===== src/rtl/sh_mtu.sv =====
// sh_mtu -- multi-channel timer unit for the SH internal peripheral bus.
//
// CH timer channels, each W bits wide.
// All channels share one free-running prescaler counter. Each channel picks
// its own tap from that counter through TCR.PSC.
// A channel can compare-match, optionally auto-reload, and detect overflow.
// It drives a level interrupt to INTC, together with a vector number that
// software programs.
//
// Ports
//   CLK, RST_N          clock, asynchronous active-low reset
//   CE_R / CE_F         rising / falling phase enables (all state moves on CE_R)
//   RES_N               synchronous chip reset, active-low, sampled on CE_R
//   IBUS_A/DI/DO/BA     address, write data, read data, byte-lane enables
//   IBUS_WE/REQ         write strobe, access request
//   IBUS_BUSY           wait request (never asserted)
//   IBUS_ACT            access falls inside this block's window
//   IRQ[CH-1:0]         per-channel interrupt level
//   VEC[8*CH-1:0]       per-channel vector, channel n at bits 8n+7:8n
//
// Register map per channel (BASE + 16*ch):
//   +0x0 TCNT   +0x4 TCOR   +0x8 TCR   +0xC TSR
//
// The decode window always reserves eight channel slots (BASE .. BASE+0x7F).
// Inside that window, slots at or above CH are acknowledged on IBUS_ACT.
// Those slots read as 0 and ignore writes.

module sh_mtu_ch #(
  parameter int W        = 16,
  parameter int DIV_BITS = 13
) (
  input  logic                CLK,
  input  logic                RST_N,
  input  logic                ce_i,
  input  logic                res_n_i,
  input  logic [DIV_BITS-1:0] div_i,
  input  logic                we_i,
  input  logic [1:0]          reg_i,
  input  logic [3:0]          ba_i,
  input  logic [31:0]         di_i,
  output logic [31:0]         rdata_o,
  output logic                irq_o,
  output logic [7:0]          vec_o
);
  localparam logic [31:0]  TCR_MASK = 32'h00FF_01FF;
  localparam logic [W-1:0] ONES     = '1;

  logic [W-1:0]        tcnt_q, tcnt_d, tcor_q, tcor_d;
  logic [31:0]         tcr_q, tcr_d;
  logic                cmf_q, cmf_d, ovf_q, ovf_d, irq_q, irq_d;
  logic [31:0]         wmask;
  logic [W-1:0]        wmask_w;
  logic [4:0]          psc;
  logic [DIV_BITS-1:0] tick_mask;
  logic                tick, run;

  assign wmask   = {{8{ba_i[3]}}, {8{ba_i[2]}}, {8{ba_i[1]}}, {8{ba_i[0]}}};
  assign wmask_w = wmask[W-1:0];

  // PSC above DIV_BITS saturates to the slowest available tap.
  assign psc = (tcr_q[4:0] > 5'(DIV_BITS)) ? 5'(DIV_BITS) : tcr_q[4:0];

  always_comb begin
    tick_mask = '0;
    for (int k = 0; k < DIV_BITS; k++)
      if (k < int'(psc)) tick_mask[k] = 1'b1;
  end

  // A tick fires when the low PSC bits of the shared divider are all ones.
  assign tick = &(div_i | ~tick_mask);

  always_comb begin
    tcnt_d = tcnt_q;
    tcor_d = tcor_q;
    tcr_d  = tcr_q;
    cmf_d  = cmf_q;
    ovf_d  = ovf_q;
    if (we_i) begin
      case (reg_i)
        2'd1: tcor_d = (tcor_q & ~wmask_w) | (di_i[W-1:0] & wmask_w);
        2'd2: tcr_d  = ((tcr_q & ~wmask) | (di_i & wmask)) & TCR_MASK;
        2'd3: begin
          if (ba_i[0] && di_i[0]) cmf_d = 1'b0;
          if (ba_i[0] && di_i[1]) ovf_d = 1'b0;
        end
        default: ;
      endcase
    end
    // A write that clears STR stops the step in the same cycle.
    // A write that sets STR only counts from the next cycle onward.
    run = tcr_q[5] && tcr_d[5] && tick;
    if (run) begin
      if (tcnt_q == tcor_q) begin
        cmf_d  = 1'b1;
        tcnt_d = tcr_q[6] ? '0 : tcnt_q + 1'b1;
        if (!tcr_q[6] && tcnt_q == ONES) ovf_d = 1'b1;
      end else if (tcnt_q == ONES) begin
        ovf_d  = 1'b1;
        tcnt_d = '0;
      end else begin
        tcnt_d = tcnt_q + 1'b1;
      end
    end
    // A software write to TCNT overrides any increment in the same cycle.
    // Flag sets above are placed after the clears, so a hardware set wins.
    if (we_i && reg_i == 2'd0)
      tcnt_d = (tcnt_q & ~wmask_w) | (di_i[W-1:0] & wmask_w);
  end

  assign irq_d = (cmf_q & tcr_q[7]) | (ovf_q & tcr_q[8]);

  always_ff @(posedge CLK or negedge RST_N) begin
    if (!RST_N) begin
      tcnt_q <= '0;
      tcor_q <= ONES;
      tcr_q  <= '0;
      cmf_q  <= 1'b0;
      ovf_q  <= 1'b0;
      irq_q  <= 1'b0;
    end else if (ce_i) begin
      if (!res_n_i) begin
        tcnt_q <= '0;
        tcor_q <= ONES;
        tcr_q  <= '0;
        cmf_q  <= 1'b0;
        ovf_q  <= 1'b0;
        irq_q  <= 1'b0;
      end else begin
        tcnt_q <= tcnt_d;
        tcor_q <= tcor_d;
        tcr_q  <= tcr_d;
        cmf_q  <= cmf_d;
        ovf_q  <= ovf_d;
        irq_q  <= irq_d;
      end
    end
  end

  always_comb begin
    case (reg_i)
      2'd0:    rdata_o = 32'(tcnt_q);
      2'd1:    rdata_o = 32'(tcor_q);
      2'd2:    rdata_o = tcr_q;
      default: rdata_o = {30'b0, ovf_q, cmf_q};
    endcase
  end

  assign irq_o = irq_q;
  assign vec_o = tcr_q[23:16];
endmodule

module sh_mtu #(
  parameter int          CH       = 4,
  parameter int          W        = 16,
  parameter int          DIV_BITS = 13,
  parameter logic [31:0] BASE     = 32'hFFFFFC00
) (
  input  logic            CLK,
  input  logic            RST_N,
  input  logic            CE_R,
  input  logic            CE_F,
  input  logic            RES_N,
  input  logic [31:0]     IBUS_A,
  input  logic [31:0]     IBUS_DI,
  output logic [31:0]     IBUS_DO,
  input  logic [3:0]      IBUS_BA,
  input  logic            IBUS_WE,
  input  logic            IBUS_REQ,
  output logic            IBUS_BUSY,
  output logic            IBUS_ACT,
  output logic [CH-1:0]   IRQ,
  output logic [8*CH-1:0] VEC
);
  logic [31:0]          off;
  logic [2:0]           ch_sel;
  logic [1:0]           reg_sel;
  logic [DIV_BITS-1:0]  div_q, div_d;
  logic [CH-1:0][31:0]  rdata;
  logic [CH-1:0][7:0]   vec;
  logic                 unused_ok;

  // CE_F is carried for a future falling-phase use and has no effect today.
  assign unused_ok = &{1'b0, CE_F};

  assign off       = IBUS_A - BASE;
  assign IBUS_ACT  = IBUS_REQ && (off < 32'd128);
  assign ch_sel    = off[6:4];
  assign reg_sel   = off[3:2];
  assign IBUS_BUSY = 1'b0;

  assign div_d = div_q + DIV_BITS'(1);

  always_ff @(posedge CLK or negedge RST_N) begin
    if (!RST_N)    div_q <= '0;
    else if (CE_R) div_q <= RES_N ? div_d : '0;
  end

  for (genvar i = 0; i < CH; i++) begin : g_ch
    sh_mtu_ch #(.W(W), .DIV_BITS(DIV_BITS)) u_ch (
      .CLK     (CLK),
      .RST_N   (RST_N),
      .ce_i    (CE_R),
      .res_n_i (RES_N),
      .div_i   (div_q),
      .we_i    (IBUS_ACT && IBUS_WE && ch_sel == 3'(i)),
      .reg_i   (reg_sel),
      .ba_i    (IBUS_BA),
      .di_i    (IBUS_DI),
      .rdata_o (rdata[i]),
      .irq_o   (IRQ[i]),
      .vec_o   (vec[i])
    );
  end

  assign VEC = vec;

  always_comb begin
    IBUS_DO = '0;
    if (IBUS_ACT && !IBUS_WE)
      for (int i = 0; i < CH; i++)
        if (ch_sel == 3'(i)) IBUS_DO = rdata[i];
  end
endmodule


===== config.mk =====
export PLATFORM = sky130hd
export DESIGN_NAME = sh_mtu
export DESIGN_NICKNAME = d
export VERILOG_FILES = /design/src/rtl/sh_mtu.sv
export SDC_FILE = /design/constraint.sdc
export NUM_CORES = 1
export LEC_CHECK = 0
export CORE_MARGIN = 4
export CORE_UTILIZATION = 59
export CTS_CLUSTER_DIAMETER = 60
export CTS_CLUSTER_SIZE = 20
export DETAILED_ROUTE_END_ITERATION = 12
export GPL_TIMING_DRIVEN = 0
export PLACE_DENSITY = 0.82
export SYNTH_ARGS = -nofsm -noshare
export SYNTH_HDL_FRONTEND = slang
export SYNTH_SLANG_ARGS = --single-unit

===== constraint.sdc =====
create_clock -name CLK -period 6.97 [get_ports CLK]
set_input_delay 1.394 -clock CLK [delete_from_list [all_inputs] [get_ports CLK]]
set_output_delay 1.394 -clock CLK [all_outputs]
set_load 0.05 [all_outputs]

Word-level counts from Yosys, hierarchy flattened --
Cells that the tools add are included.
Cells by class: add/sub/neg operators 6, $lt $le $gt $ge 57, equality and inequality tests 24, muxes and demuxes 174, bitwise operators 48, reduce and logical (&&, ||, !) cells 48
Operators with widths (count):
- 16-bit two-way mux | 36
- 32-bit two-way mux | 17
- 32-bit case mux with 3 select lines | 4
- 16-bit AND | 9
- 16-bit OR | 8
- 24-bit AND | 5
- 1-bit two-way mux | 112
- 4-bit by 5-bit less-than comparator with 1-bit output (first input constant) | 20
- 24-bit OR | 4
- 3-bit by 5-bit less-than comparator with 1-bit output (first input constant) | 16
- 16-bit by 1-bit adder with 16-bit output (second input constant) | 4
- 16-bit == test | 4
- 16-bit == test (second input constant) | 4
- 13-bit inverter | 4
- 13-bit OR | 4
- 13-bit AND reduction | 4
- 1-bit by 5-bit less-than comparator with 1-bit output (first input constant) | 8
- 2-bit by 5-bit less-than comparator with 1-bit output (first input constant) | 8
- 32-bit by 8-bit less-than comparator with 1-bit output (second input constant) | 1
- 32-bit subtractor (second input constant) | 1
- 1-bit logical AND | 25
- 24-bit inverter | 1
- 3-bit AND reduction | 8
- 5-bit by 4-bit > comparator with 1-bit output (second input constant) | 4
- 16 further kinds | 46
Storage, ports and cells: bits in registers 281, output and inout bits 70, word-level logic and storage cells 386

Logic depth before layout (Yosys ltp) --
word-level depth 11, mapped depth 12, depth with buffers taken out 10

Hierarchy --
From an unflattened synthesis, not the netlist that was laid out.
Second synthesis, totals: cell total of the unflattened synthesis 1775, area, all modules 17078.9 um^2
By module, submodules not included:
- sh_mtu_ch (g_ch[0].u_ch ...) | times used 3, cells each 387, area an instance 3698.5 um^2, sequential area each 1321.3 um^2
- sh_mtu_ch (g_ch[3].u_ch) | times used 1, cells each 378, area an instance 3619.7 um^2, sequential area each 1321.3 um^2
- sh_mtu | times used 1, cells each 236, area an instance 2363.5 um^2, sequential area each 325.3 um^2

Least setup slack after synthesis --
OpenSTA, ideal clock, no wires.
path type input port to output port, from in IBUS_A[15], to out IBUS_DO[22], arrival 5342 ps, data required time 5576 ps, setup slack 234 ps, stages on the path 8, path buffers 0, cell sequence nand4_1 nor4_1 mux2_2 a2111o_1 or4_4 inv_2 nand3_1 nor3b_1
Between the ends: longest elaborated chain between the ends 5
RTL lines:
- start: declaration | line 163 | input logic [31:0] IBUS_A,
- 32-bit subtractor | line 185 | assign off = IBUS_A - BASE;
- 32-bit by 8-bit less-than comparator with 1-bit output | line 186 | assign IBUS_ACT = IBUS_REQ && (off < 32'd128);
- 1-bit logical AND | line 186
- named net IBUS_ACT | line 170 | output logic IBUS_ACT,
- 1-bit logical AND | line 219 | if (IBUS_ACT && !IBUS_WE)
- 32-bit two-way mux | line 219
- end: declaration | line 165 | output logic [31:0] IBUS_DO,
The timed path passes the listed nets, and every way through them passes these cells.

Worst setup path in the final report --
from in IBUS_A[23], to out IBUS_DO[12]
Between the ends: longest elaborated chain between the ends 5
RTL lines (line):
- 32-bit subtractor | 185
- 32-bit by 8-bit less-than comparator with 1-bit output | 186
- 1-bit logical AND | 186
- 1-bit logical AND | 219
- 32-bit two-way mux | 219
No other way between the ends.

==> impl_metrics.env <==
export IMPL_status="complete, no violations"
export IMPL_yosys_warnings=0
export IMPL_internal_power_w=0.002382
export IMPL_die_y_um=170.0
export IMPL_total_power_w=0.003577
export IMPL_power_leakage_nw=7.056
export IMPL_ant_nets=0
export IMPL_grt_pass1_vias=16590
export IMPL_netSwitchingPower_w=0.001195
export IMPL_drtIter0Drc=3021
export IMPL_synth_edf_count=0
export IMPL_ys_top_cells_by_count="218 x o21ai_0, 215 x nand2_1, 180 x a21oi_1"
export IMPL_wl_mm=64.98
export IMPL_diodes=0
export IMPL_maxCapViolations=0
export IMPL_critPathArrivalTime_ps=5540
export IMPL_rsz0062_at_grt="false"
export IMPL_rrSetupSlack_ps=3220
export IMPL_cellPowerDensity_nw_per_um2=198.0
export IMPL_fin_nets=2189
export IMPL_ctsHtreeMaxLevel=1
export IMPL_synthFlopType="dfrtp_1"
export IMPL_tightest_slew_ps=1427
export IMPL_syn_inst=1955
export IMPL_place_congestion=1.082
export IMPL_syn_avg_cell_area_um2=7.919
export IMPL_num_vias=17420
export IMPL_setup_viol=0
export IMPL_viasPerCell=7.074
export IMPL_fillerInstances=2138
export IMPL_numCtsBuffers=25
export IMPL_async_reset_ff_share_pct=100.0
export IMPL_critPathKind="in -> out"
export IMPL_ir_drop_mv=0.2045
export IMPL_worstSetupEndpointType="output port"
export IMPL_grt_max_degree=115
export IMPL_synthTopCellsByArea="dfrtp_1 25%, dfstp_2 11%, o21ai_0 7.0%"
export IMPL_initial_core_util_pct=59.75
export IMPL_clkTransAtPathRegs_ps=80
export IMPL_p_clk_share_pct=40.7
export IMPL_dp_cells=2417
export IMPL_clock_sinks=221
export IMPL_startpoint_type="input pin"
export IMPL_cts_hold_buffers=0
export IMPL_drive_above_1_share_pct=10.57
export IMPL_required_ps=5580
export IMPL_yosysMostFrequentCell="o21ai_0"
export IMPL_slew_viol_final=0
export IMPL_clock_skew_ps=32.76
export IMPL_io_buffers=118
export IMPL_antenna_found_initial=0
export IMPL_grt_pass1_wl_mm=97.89
export IMPL_rows=59
export IMPL_synth_seq_cells=221
export IMPL_yosys_area_top_type="dfrtp_1"
export IMPL_hold_path_class="reg -> reg"
export IMPL_cts_root_buf="clkbuf_16"
export IMPL_pin_count=145
export IMPL_firstDrtPassIters=9
export IMPL_hold_ws_ps=498.9
export IMPL_switching_share_pct=33.40
export IMPL_combinationalPowerShare_pct=17.0
export IMPL_wl_per_cell_um=26.38
export IMPL_area_growth_pct=16.69
export IMPL_netlist_area_um2=15480
export IMPL_worstPathMaxFanout=10
export IMPL_core_area_um2=25910
export IMPL_grt_overflow_total=0
export IMPL_clk_latency_ps=580
export IMPL_grt_usage_pct=43.77
export IMPL_tritoncts="yes"
export IMPL_synth_cell_type_count=84
export IMPL_fin_cells=2463
export IMPL_relSlewSlack_pct=4.064
export IMPL_cts_buffer_depth=3
export IMPL_hpwl_mm=48.63
export IMPL_pwr_share_seq_pct=42.3
export IMPL_fin_tns_setup_ps=0
export IMPL_die_area_um2=28890
export IMPL_fmax_mhz=144.2
export IMPL_synth_top_cell_area_share_pct=25.38
export IMPL_fin_crit_ps=6936
export IMPL_synth_seq_area_share_pct=36.24
export IMPL_drc_errors=0
export IMPL_fp_dieW_um=170.0
export IMPL_final_hold_violation_count=0
export IMPL_post_route_period_util_pct=99.52
per-layer routing:
layer | track usage, % | share of wire, % | vias to the layer above
met5 | 0 | 0 | -
li1 | - | - | 7409
met1 | 56.87 | 35 | 8205
met2 | 66.44 | 43 | 1500
met3 | 12.87 | 15 | 309
met4 | 23.06 | 6.5 | 0
critical path, cell delays in order:
cell	delay, ps
clkdlybuf4s50_1	570
nand4_2	210
or2_1	320
or4_1	510
a2111o_1	520
or4_4	570
inv_2	140
nand2_2	200
a21oi_1	250
clkdlybuf4s50_1	840
final timing paths:
check	startpoint	endpoint	cells past startpoint
max	IBUS_A[23]	IBUS_DO[12]	10
min	g_ch[1].u_ch.irq_o$_DFFE_PN0P_	g_ch[1].u_ch.irq_o$_DFFE_PN0P_	1
max reg2reg	g_ch[2].u_ch.tcr_q[1]$_DFFE_PN0P_	g_ch[2].u_ch.tcnt_q[13]$_DFFE_PN0P_	9
min reg2reg	g_ch[1].u_ch.irq_o$_DFFE_PN0P_	g_ch[1].u_ch.irq_o$_DFFE_PN0P_	1
max in group asynchronous	RST_N	g_ch[2].u_ch.tcnt_q[11]$_DFFE_PN0P_	2
min in group asynchronous	RST_N	g_ch[0].u_ch.tcnt_q[2]$_DFFE_PN0P_	1
placed cells by master (no fill, tap or decap), types with 15 or more instances in the layout:
cell,count
o21ai_0,218
clkbuf_16,25
buf_4,47
and3_1,30
xor2_1,23
nand3_1,61
dfrtp_1,157
mux2i_1,47
a21oi_1,180
inv_1,66
clkdlybuf4s50_1,96
nor2_1,157
o211ai_1,17
dfstp_2,64
nand2b_1,15
clkbuf_1,109
a22oi_1,19
or3_1,18
nor4_1,26
nand4_1,32
nor3_1,82
nand2_1,215
xnor2_1,52
o22ai_1,76
logic make-up after synthesis:
family / count (synthesis) / synth area share, %
buffers and inverters: 242 / 7.104
AO/OA/AOI/OAI: 641 / 24.72
flip-flops: 221 / 36.24
AND/OR/NAND/NOR: 701 / 21.89
adder cells (fa/ha/maj): 5 / 0.4041
XOR/XNOR: 75 / 4.243
other: 1 / 0.02422
multiplexers: 69 / 5.367
power groups by stage:
stage               Combinational (W)  Clock [W]  Sequential, W
floorplan                    0.000354          0        0.00150
global placement             0.000561          0        0.00152
detailed placement           0.000576          0        0.00153
CTS                          0.000580    0.00144        0.00151
global route                 0.000637    0.00148        0.00152
finish                       0.000607    0.00146        0.00151
area by class of cell:
cell class	instances	area (µm²)	share of cell area, %
Buffer	172	838.3	4.641
Clock buffer	27	633.1	3.505
Clock inverter	19	251.5	1.392
Inverter	69	259.0	1.434
Multi-Input combinational cell	1500	8825	48.85
Sequential cell	221	5610	31.06
Tap cell	335	419.2	2.320
Timing Repair Buffer	120	1229	6.802
repair_timing:
action	CTS	global route
hold endpoints to repair	0	0
pin swaps	1	0
setup buffers	1	0
endpoints found under the setup margin	24	16
resized for setup	30	17
state kept, by name, summed over array words and instances (netlist names):
| name | cells |
|---|---|
| g_ch.u_ch.tcr_q | 68 |
| g_ch.u_ch.tcor_q | 64 |
| g_ch.u_ch.irq_o | 4 |
| div_q | 13 |
| g_ch.u_ch.cmf_q | 4 |
| g_ch.u_ch.ovf_q | 4 |
| g_ch.u_ch.tcnt_q | 64 |
per-stage QoR:
step / instance area, µm² / setup WS, ps / util (%)
2_1_floorplan: 15510 / 234.1 / -
3_3_place_gp: 17110 / -4861 / 66.04
3_5_place_dp: 17140 / -838.3 / 66.16
4_1_cts: 18050 / 10.47 / 69.67
5_1_grt: 18060 / 4.377 / 69.72
6_report: 18060 / 33.65 / 69.72
(Power assumes the default switching activity.)
